$ cat src/rtl/mac_acc_ctrl_pkg.sv
// Shared widths, cfg bit positions and FSM encoding for the accumulator job sequencer.
package mac_acc_ctrl_pkg;

  localparam int unsigned MAC_MIN_WIDTH  = 8;
  localparam int unsigned MAC_ACC_WIDTH  = 4 * MAC_MIN_WIDTH;
  localparam int unsigned MAC_CONF_WIDTH = 3;
  localparam int unsigned LEN_WIDTH      = 16;
  localparam int unsigned LANES          = 4;
  localparam int unsigned DATA_WIDTH     = LANES * MAC_ACC_WIDTH;

  localparam int unsigned ACC_EN_BIT  = 2;
  localparam logic [1:0]  MODE_SINGLE = 2'b00;
  localparam logic [1:0]  MODE_QUAD   = 2'b10;

  typedef enum logic [2:0] {
    ST_IDLE = 3'd0,
    ST_LOAD = 3'd1,
    ST_RUN  = 3'd2,
    ST_CAP  = 3'd3,
    ST_RESP = 3'd4
  } state_t;

  typedef logic [MAC_CONF_WIDTH-1:0] cfg_t;
  typedef logic [LEN_WIDTH-1:0]      len_t;
  typedef logic [DATA_WIDTH-1:0]     data_t;

  function automatic logic cfg_acc(input cfg_t cfg);
    return cfg[ACC_EN_BIT];
  endfunction

endpackage

$ cat src/rtl/mac_acc_ctrl.sv
// Job sequencer for a 4-lane accumulator: loads cfg/init, gates accumulate per beat,
// captures the 128-bit result and holds it until the consumer takes it.
module mac_acc_ctrl
  import mac_acc_ctrl_pkg::*;
(
  input  logic                      clk,
  input  logic                      rst,
  input  logic                      cmd_valid,
  output logic                      cmd_ready,
  input  logic [MAC_CONF_WIDTH-1:0] cmd_cfg,
  input  logic [LEN_WIDTH-1:0]      cmd_len,
  input  logic [DATA_WIDTH-1:0]     cmd_init,
  input  logic                      in_valid,
  output logic                      in_ready,
  input  logic [DATA_WIDTH-1:0]     in_data,
  output logic                      mac_en,
  output logic                      mac_cset,
  output logic [MAC_CONF_WIDTH-1:0] mac_cfg,
  output logic [DATA_WIDTH-1:0]     mac_init,
  output logic [DATA_WIDTH-1:0]     mac_in,
  input  logic [DATA_WIDTH-1:0]     mac_out,
  output logic                      res_valid,
  input  logic                      res_ready,
  output logic [DATA_WIDTH-1:0]     res_data,
  output logic                      busy
);

  state_t state;
  len_t   cnt;
  logic   cmd_fire;
  logic   in_fire;
  logic   res_fire;
  logic   acc_mode;

  assign cmd_fire = cmd_valid & cmd_ready;
  assign in_fire  = in_valid & in_ready;
  assign res_fire = res_valid & res_ready;
  assign acc_mode = cfg_acc(mac_cfg);

  // Enable must track the accepted beat in the same cycle; the product stream passes straight through.
  assign mac_en = in_fire & acc_mode;
  assign mac_in = in_data;

  always_ff @(posedge clk) begin
    if (rst) begin
      state     <= ST_IDLE;
      cnt       <= '0;
      mac_cfg   <= '0;
      mac_init  <= '0;
      cmd_ready <= 1'b0;
      in_ready  <= 1'b0;
      mac_cset  <= 1'b0;
      res_valid <= 1'b0;
      res_data  <= '0;
      busy      <= 1'b0;
    end else begin
      unique case (state)
        ST_IDLE: begin
          cmd_ready <= 1'b1;
          if (cmd_fire) begin
            mac_cfg   <= cmd_cfg;
            mac_init  <= cmd_init;
            cnt       <= cmd_len;
            cmd_ready <= 1'b0;
            mac_cset  <= 1'b1;
            busy      <= 1'b1;
            state     <= ST_LOAD;
          end
        end
        ST_LOAD: begin
          mac_cset <= 1'b0;
          if (acc_mode && (cnt == '0)) begin
            state <= ST_CAP;
          end else begin
            in_ready <= 1'b1;
            state    <= ST_RUN;
          end
        end
        ST_RUN: begin
          if (in_fire) begin
            if (cnt != '0) cnt <= cnt - LEN_WIDTH'(1);
            // Mult-only jobs take exactly one beat regardless of length.
            if (!acc_mode || (cnt == LEN_WIDTH'(1))) begin
              in_ready <= 1'b0;
              state    <= ST_CAP;
            end
          end
        end
        ST_CAP: begin
          res_data  <= mac_out;
          res_valid <= 1'b1;
          state     <= ST_RESP;
        end
        ST_RESP: begin
          if (res_fire) begin
            res_valid <= 1'b0;
            busy      <= 1'b0;
            cmd_ready <= 1'b1;
            state     <= ST_IDLE;
          end
        end
        default: state <= ST_IDLE;
      endcase
    end
  end

endmodule

$ cat config.mk
export PLATFORM = sky130hd
export DESIGN_NAME = mac_acc_ctrl
export DESIGN_NICKNAME = d
export VERILOG_FILES = /design/src/rtl/mac_acc_ctrl_pkg.sv /design/src/rtl/mac_acc_ctrl.sv
export SDC_FILE = /design/constraint.sdc
export NUM_CORES = 1
export LEC_CHECK = 0
export ABC_AREA = 1
export CAP_MARGIN = 20
export CORE_AREA = 2 2 308 310
export CTS_CLUSTER_DIAMETER = 80
export CTS_CLUSTER_SIZE = 8
export DETAILED_ROUTE_END_ITERATION = 10
export DIE_AREA = 0 0 310 312
export PLACE_DENSITY_LB_ADDON = 0.3
export RECOVER_POWER = 50
export SYNTH_ARGS = -nofsm -noshare
export SYNTH_HDL_FRONTEND = slang
export SYNTH_SLANG_ARGS = --single-unit
$ cat constraint.sdc
create_clock -name clk -period 5.2 [get_ports clk]
set_clock_uncertainty 0.15 [all_clocks]
set_input_delay 1.04 -clock clk [delete_from_list [all_inputs] [get_ports clk]]
set_output_delay 1.04 -clock clk [all_outputs]
set_load 0.03 [all_outputs]
# Word-level counts from Yosys, hierarchy flattened
# Index checks and enable logic that the tools add are counted.
# totals
reg_bits	283
inputBits	408
out_inout_bits	393
word_cells	67
# classes
n_addsub	1
eq_ne	11
mux	22
bitwise_logic	4
reduce_logical	19
# ops
op	n
2-to-1 mux 16 bit	3
case mux 16 bit (2 select lines)	1
== test 16 x 1 -> 1 bit (second input constant)	1
logical NOT 16 bit	1
nonzero test 16 bit	1
subtractor 16 x 1 -> 16 bit (second input constant)	1
case mux 3 bit (5 select lines)	1
2-to-1 mux 3 bit	4
!= test 2 bit (second input constant)	6
AND reduction 4 bit	3
case mux 1 bit (2 select lines)	5
nonzero test 2 bit	5
2-to-1 mux 1 bit	8
AND reduction 2 bit	4
== test 3 x 2 -> 1 bit (second input constant)	2
bitwise AND 1 bit	4
== test 3 x 1 -> 1 bit (second input constant)	1
== test 3 bit (second input constant)	1
logical NOT 3 bit	1
AND reduction 3 bit	1
logical AND 1 bit	1
logical NOT 1 bit	1
logical OR 1 bit	1

# Depth between registers and ports, before layout
# depth
ltp_word	5
ltp_mapped	12
depth_no_buf	11

# Least setup slack after synthesis
# No wires, ideal clock.
# synth_timing
path_type	input port to output port
start	input port in_valid
end	output port mac_en
arrival_ns	1.514
required_ns	4.010
path_slack_ns	2.496
path_stages	2
n_path_buf	0
path_cell_list	nand2_1 -> nor2_1
# synth_via
elab_chain_cells	2
# synth_lines
item	line	source
start: declaration	mac_acc_ctrl.sv:13	input logic in_valid,
bitwise AND 1 bit	mac_acc_ctrl.sv:36	assign in_fire = in_valid & in_ready;
bitwise AND 1 bit	mac_acc_ctrl.sv:41	assign mac_en = in_fire & acc_mode;
end: declaration	mac_acc_ctrl.sv:16	output logic mac_en,
# Every way passes these cells.

# Worst setup path after layout
# layout_timing
start	register state[1]
end	register res_data[60]
# layout_via
elab_chain_cells	1
# layout_lines
item	line	source
start: declaration	mac_acc_ctrl.sv:28	state_t state;
start signal: assignment	mac_acc_ctrl.sv:46	state <= ST_IDLE;
start signal: assignment	mac_acc_ctrl.sv:67	state <= ST_LOAD;
start signal: assignment	mac_acc_ctrl.sv:73	state <= ST_CAP;
== test 3 x 2 -> 1 bit	mac_acc_ctrl.sv:57	unique case (state)
end signal: assignment	mac_acc_ctrl.sv:90	res_data <= mac_out;
end: declaration	mac_acc_ctrl.sv:24	output logic [DATA_WIDTH-1:0] res_data,
# Every way passes these cells.
# A chain may end at the register's enable or synchronous reset.

==> results.json <==
{
  "startpoint_type": "flip-flop",
  "worstReg2RegEnd": "res_data[60]$_SDFFE_PP0P_",
  "clock_latency_ns": 0.57,
  "dp_hpwl_um": 33400,
  "synth_compound_area_frac": 0.195,
  "synthSimpleGateAreaFrac": 0.138,
  "synthArstFlopShare": 0,
  "cts_buffers": 45,
  "period_needed_ns": 4.00,
  "synth_seq_cells": 283,
  "cp.required_ns": 5.50,
  "clock_sinks": 283,
  "cp_common_cell": "nor2_1",
  "grt_pass1_wl_um": 67100,
  "grt.overflow.total": 0,
  "regArea_um2": 5670,
  "min_from": "mac_init[124]$_SDFFE_PP0P_",
  "grt_max_degree": 130,
  "drtIter0Drc": 460,
  "fmax_mhz": 250,
  "fin_tns_setup_ns": 0,
  "start_util": 0.123,
  "outcome": "finished, violations left",
  "postCtsSetupBuffers": 0,
  "synth_cells": 1508,
  "timing.final.ws_setup_ns": 1.20,
  "ys_types": 33,
  "grt_pass1_vias": 10642,
  "multi_input_area_um2": 3820,
  "globalplace.congestion": 0.737,
  "total_power_mw": 8.95,
  "clkSlewWorstSetupHoldPaths_ns": 0.05,
  "path_class": "flip-flop to flip-flop",
  "hold_viol": 0,
  "yosysSeqAreaShare": 0.494,
  "cts.hold.buffers_added": 0,
  "die_h_um": 312,
  "critPathMaxStageDelay_ns": 0.99,
  "critical_path_arrival_ns": 4.30,
  "slowest_stage": "nor3_1",
  "synthMuxAreaShare": 0,
  "port-buffer-count": 544,
  "cap_violations": 2,
  "die_w_um": 310,
  "rows": 112,
  "wire_per_inst_um": 14.7,
  "clk_path_buf_depth": 3,
  "failed_checks": "max-capacitance violations, max-slew violations",
  "yosysTopAreaCellShare": 0.494,
  "p_leak_nw": 7.02,
  "r2r-start": "state[1]$_SDFFE_PP0P_",
  "via_per_inst": 3.42,
  "worst_pin_slew_ns": 2.15,
  "drc_errors": 0,
  "grt_usage": 0.0917,
  "synth_xor_area_frac": 0,
  "postSynthAreaPerCell_um2": 7.61,
  "antenna_found_initial": 10,
  "ys_top_cells_by_area": "dfxtp_1, o21ai_0, nor2_1",
  "reg2regPathDepth": 6,
  "final_antenna_net_count": 0,
  "ctsResizeCount": 0,
  "die_area_um2": 96700,
  "synthAdderAreaFrac": 0.00218,
  "netlist_area_um2": 11500,
  "crit_chain": "inv_1 -> nor3_1 -> inv_4 -> clkbuf_1 -> nor2_1 -> nor2_1",
  "fin_crit_sh": 0.768,
  "synth_top_flop_cell": "dfxtp_1",
  "routed_wl_um": 46300,
  "min_to": "mac_init[124]$_SDFFE_PP0P_",
  "yosys_warnings": 0,
  "hold_depth": 2,
  "crit_fanout": 43,
  "pin_count": 801,
  "nFillCells": 10495,
  "coreArea_um2": 93000,
  "ir_worst_vdd_uv": 196,
  "relSlewSlack": -0.435,
  "setup_viol": 0,
  "powerDensity_nw_per_um2": 483,
  "synth_top_area_cell": "dfxtp_1",
  "cts_tree": "yes",
  "synth_top_family_by_area": "compound AO/OA/AOI/OAI gates",
  "via_count": 10795,
  "cp-end-kind": "flip-flop",
  "rsz0062_at_grt": "no",
  "slew_violations": 102,
  "hp-class": "flip-flop to flip-flop",
  "rrSetupSlack_ns": 1.20,
  "place_ws_ns": 1.64,
  "drtPass1Iterations": 4,
  "area_delta_synth_final_pct": 61.3,
  "clock-root-buffer": "clkbuf_16",
  "nets": 2299,
  "h-tree-depth": 2,
  "layout-drive-gt1-share": 0.0410,
  "syn_nets": 1918,
  "synth_edf_count": 0
}
==> worst max-delay path: cells and delay by family, from the launching register on <==
family                 cells  cell delay, ns
buffers and inverters      3            1.47
and+or+nand+nor            3            1.74
DFF                        1            0.46
==> per-stage QoR <==
stage               cell area (um^2)  cells  hold slack, ns  utilization
floorplan                      11500   1508           0.298            -
global placement               17300   3096           0.282        0.186
detailed placement             17300   3096           0.284        0.186
CTS                            18600   3155           0.292        0.200
global route                   18500   3155           0.303        0.199
finish                         18500   3157           0.288        0.199
==> cell families after synthesis <==
group,after synthesis
compound gates,442
fa+ha+maj,2
buf+inv,383
flops,283
simple gates,398
==> power breakdown <==
group / switching [mW] / total (mW) / internal, mW
Clock: 1.06 / 2.72 / 1.66
Sequential: 0.273 / 2.92 / 2.64
Combinational: 2.06 / 3.31 / 1.25
Total: 3.39 / 8.95 / 5.55
==> flip-flops by register name, summed over array words and instances, names as in the netlist <==
signal and cells:
mac_cset 1, res_valid 1, mac_cfg 3, state 3, cnt 16, busy 1, cmd_ready 1, mac_init 128
in_ready 1, res_data 128
==> Yosys cell counts (16+ instances only) <==
cell	n
a21oi_1	156
buf_2	30
buf_4	130
clkbuf_1	57
dfxtp_1	283
inv_1	157
nand2_1	69
nand3_1	16
nor2_1	295
o21ai_0	272
==> per-layer routing <==
layer  wire (um)  GRT usage
met1       18200      0.100
met2       20800      0.147
met3        5420     0.0473
met4        1820     0.0423
met5          69          0
==> cell usage in the layout, fill, tap and decap left out, drive strengths merged <==
cell | netlist | routed
a21oi | 157 | 157
a31oi | 1 | 1
and2 | 1 | 1
buf | 164 | 7
bufinv | 0 | 1
clkbuf | 58 | 56
clkdlybuf4s50 | 0 | 492
clkinv | 0 | 4
clkinvlp | 0 | 2
dfxtp | 283 | 283
diode | 0 | 2
dlygate4sd3 | 0 | 52
ha | 2 | 2
inv | 161 | 162
nand2 | 74 | 74
nand3 | 16 | 16
nand3b | 1 | 1
nand4 | 1 | 1
nor2 | 301 | 301
nor3 | 3 | 3
o211ai | 1 | 1
o21a | 1 | 1
o21ai | 276 | 276
o21bai | 3 | 3
o22ai | 2 | 2
o31ai | 1 | 1
or2 | 1 | 1
==> cell type report <==
cell class,instances,share of cell area
Timing Repair Buffer,556,0.301
Inverter,161,0.0330
Clock buffer,51,0.0649
Sequential cell,283,0.306
Antenna cell,2,0.000270
Clock inverter,8,0.00439
Multi-Input combinational cell,842,0.206
Tap cell,1254,0.0847
==> worst max path at each step <==
| stage | to | cells after the start | startpoint | slack, ns |
|---|---|---|---|---|
| after floorplan | mac_en | 2 | in_valid | 2.50 |
| after global placement | mac_en | 4 | in_valid | 1.65 |
| after detailed placement | mac_en | 4 | in_valid | 1.64 |
| after CTS | mac_en | 4 | in_valid | 1.63 |
| after global routing | res_data[60]$_SDFFE_PP0P_ | 6 | state[1]$_SDFFE_PP0P_ | 0.88 |
| final | res_data[60]$_SDFFE_PP0P_ | 6 | state[1]$_SDFFE_PP0P_ | 1.20 |
Power figures use the tool's default switching activity.
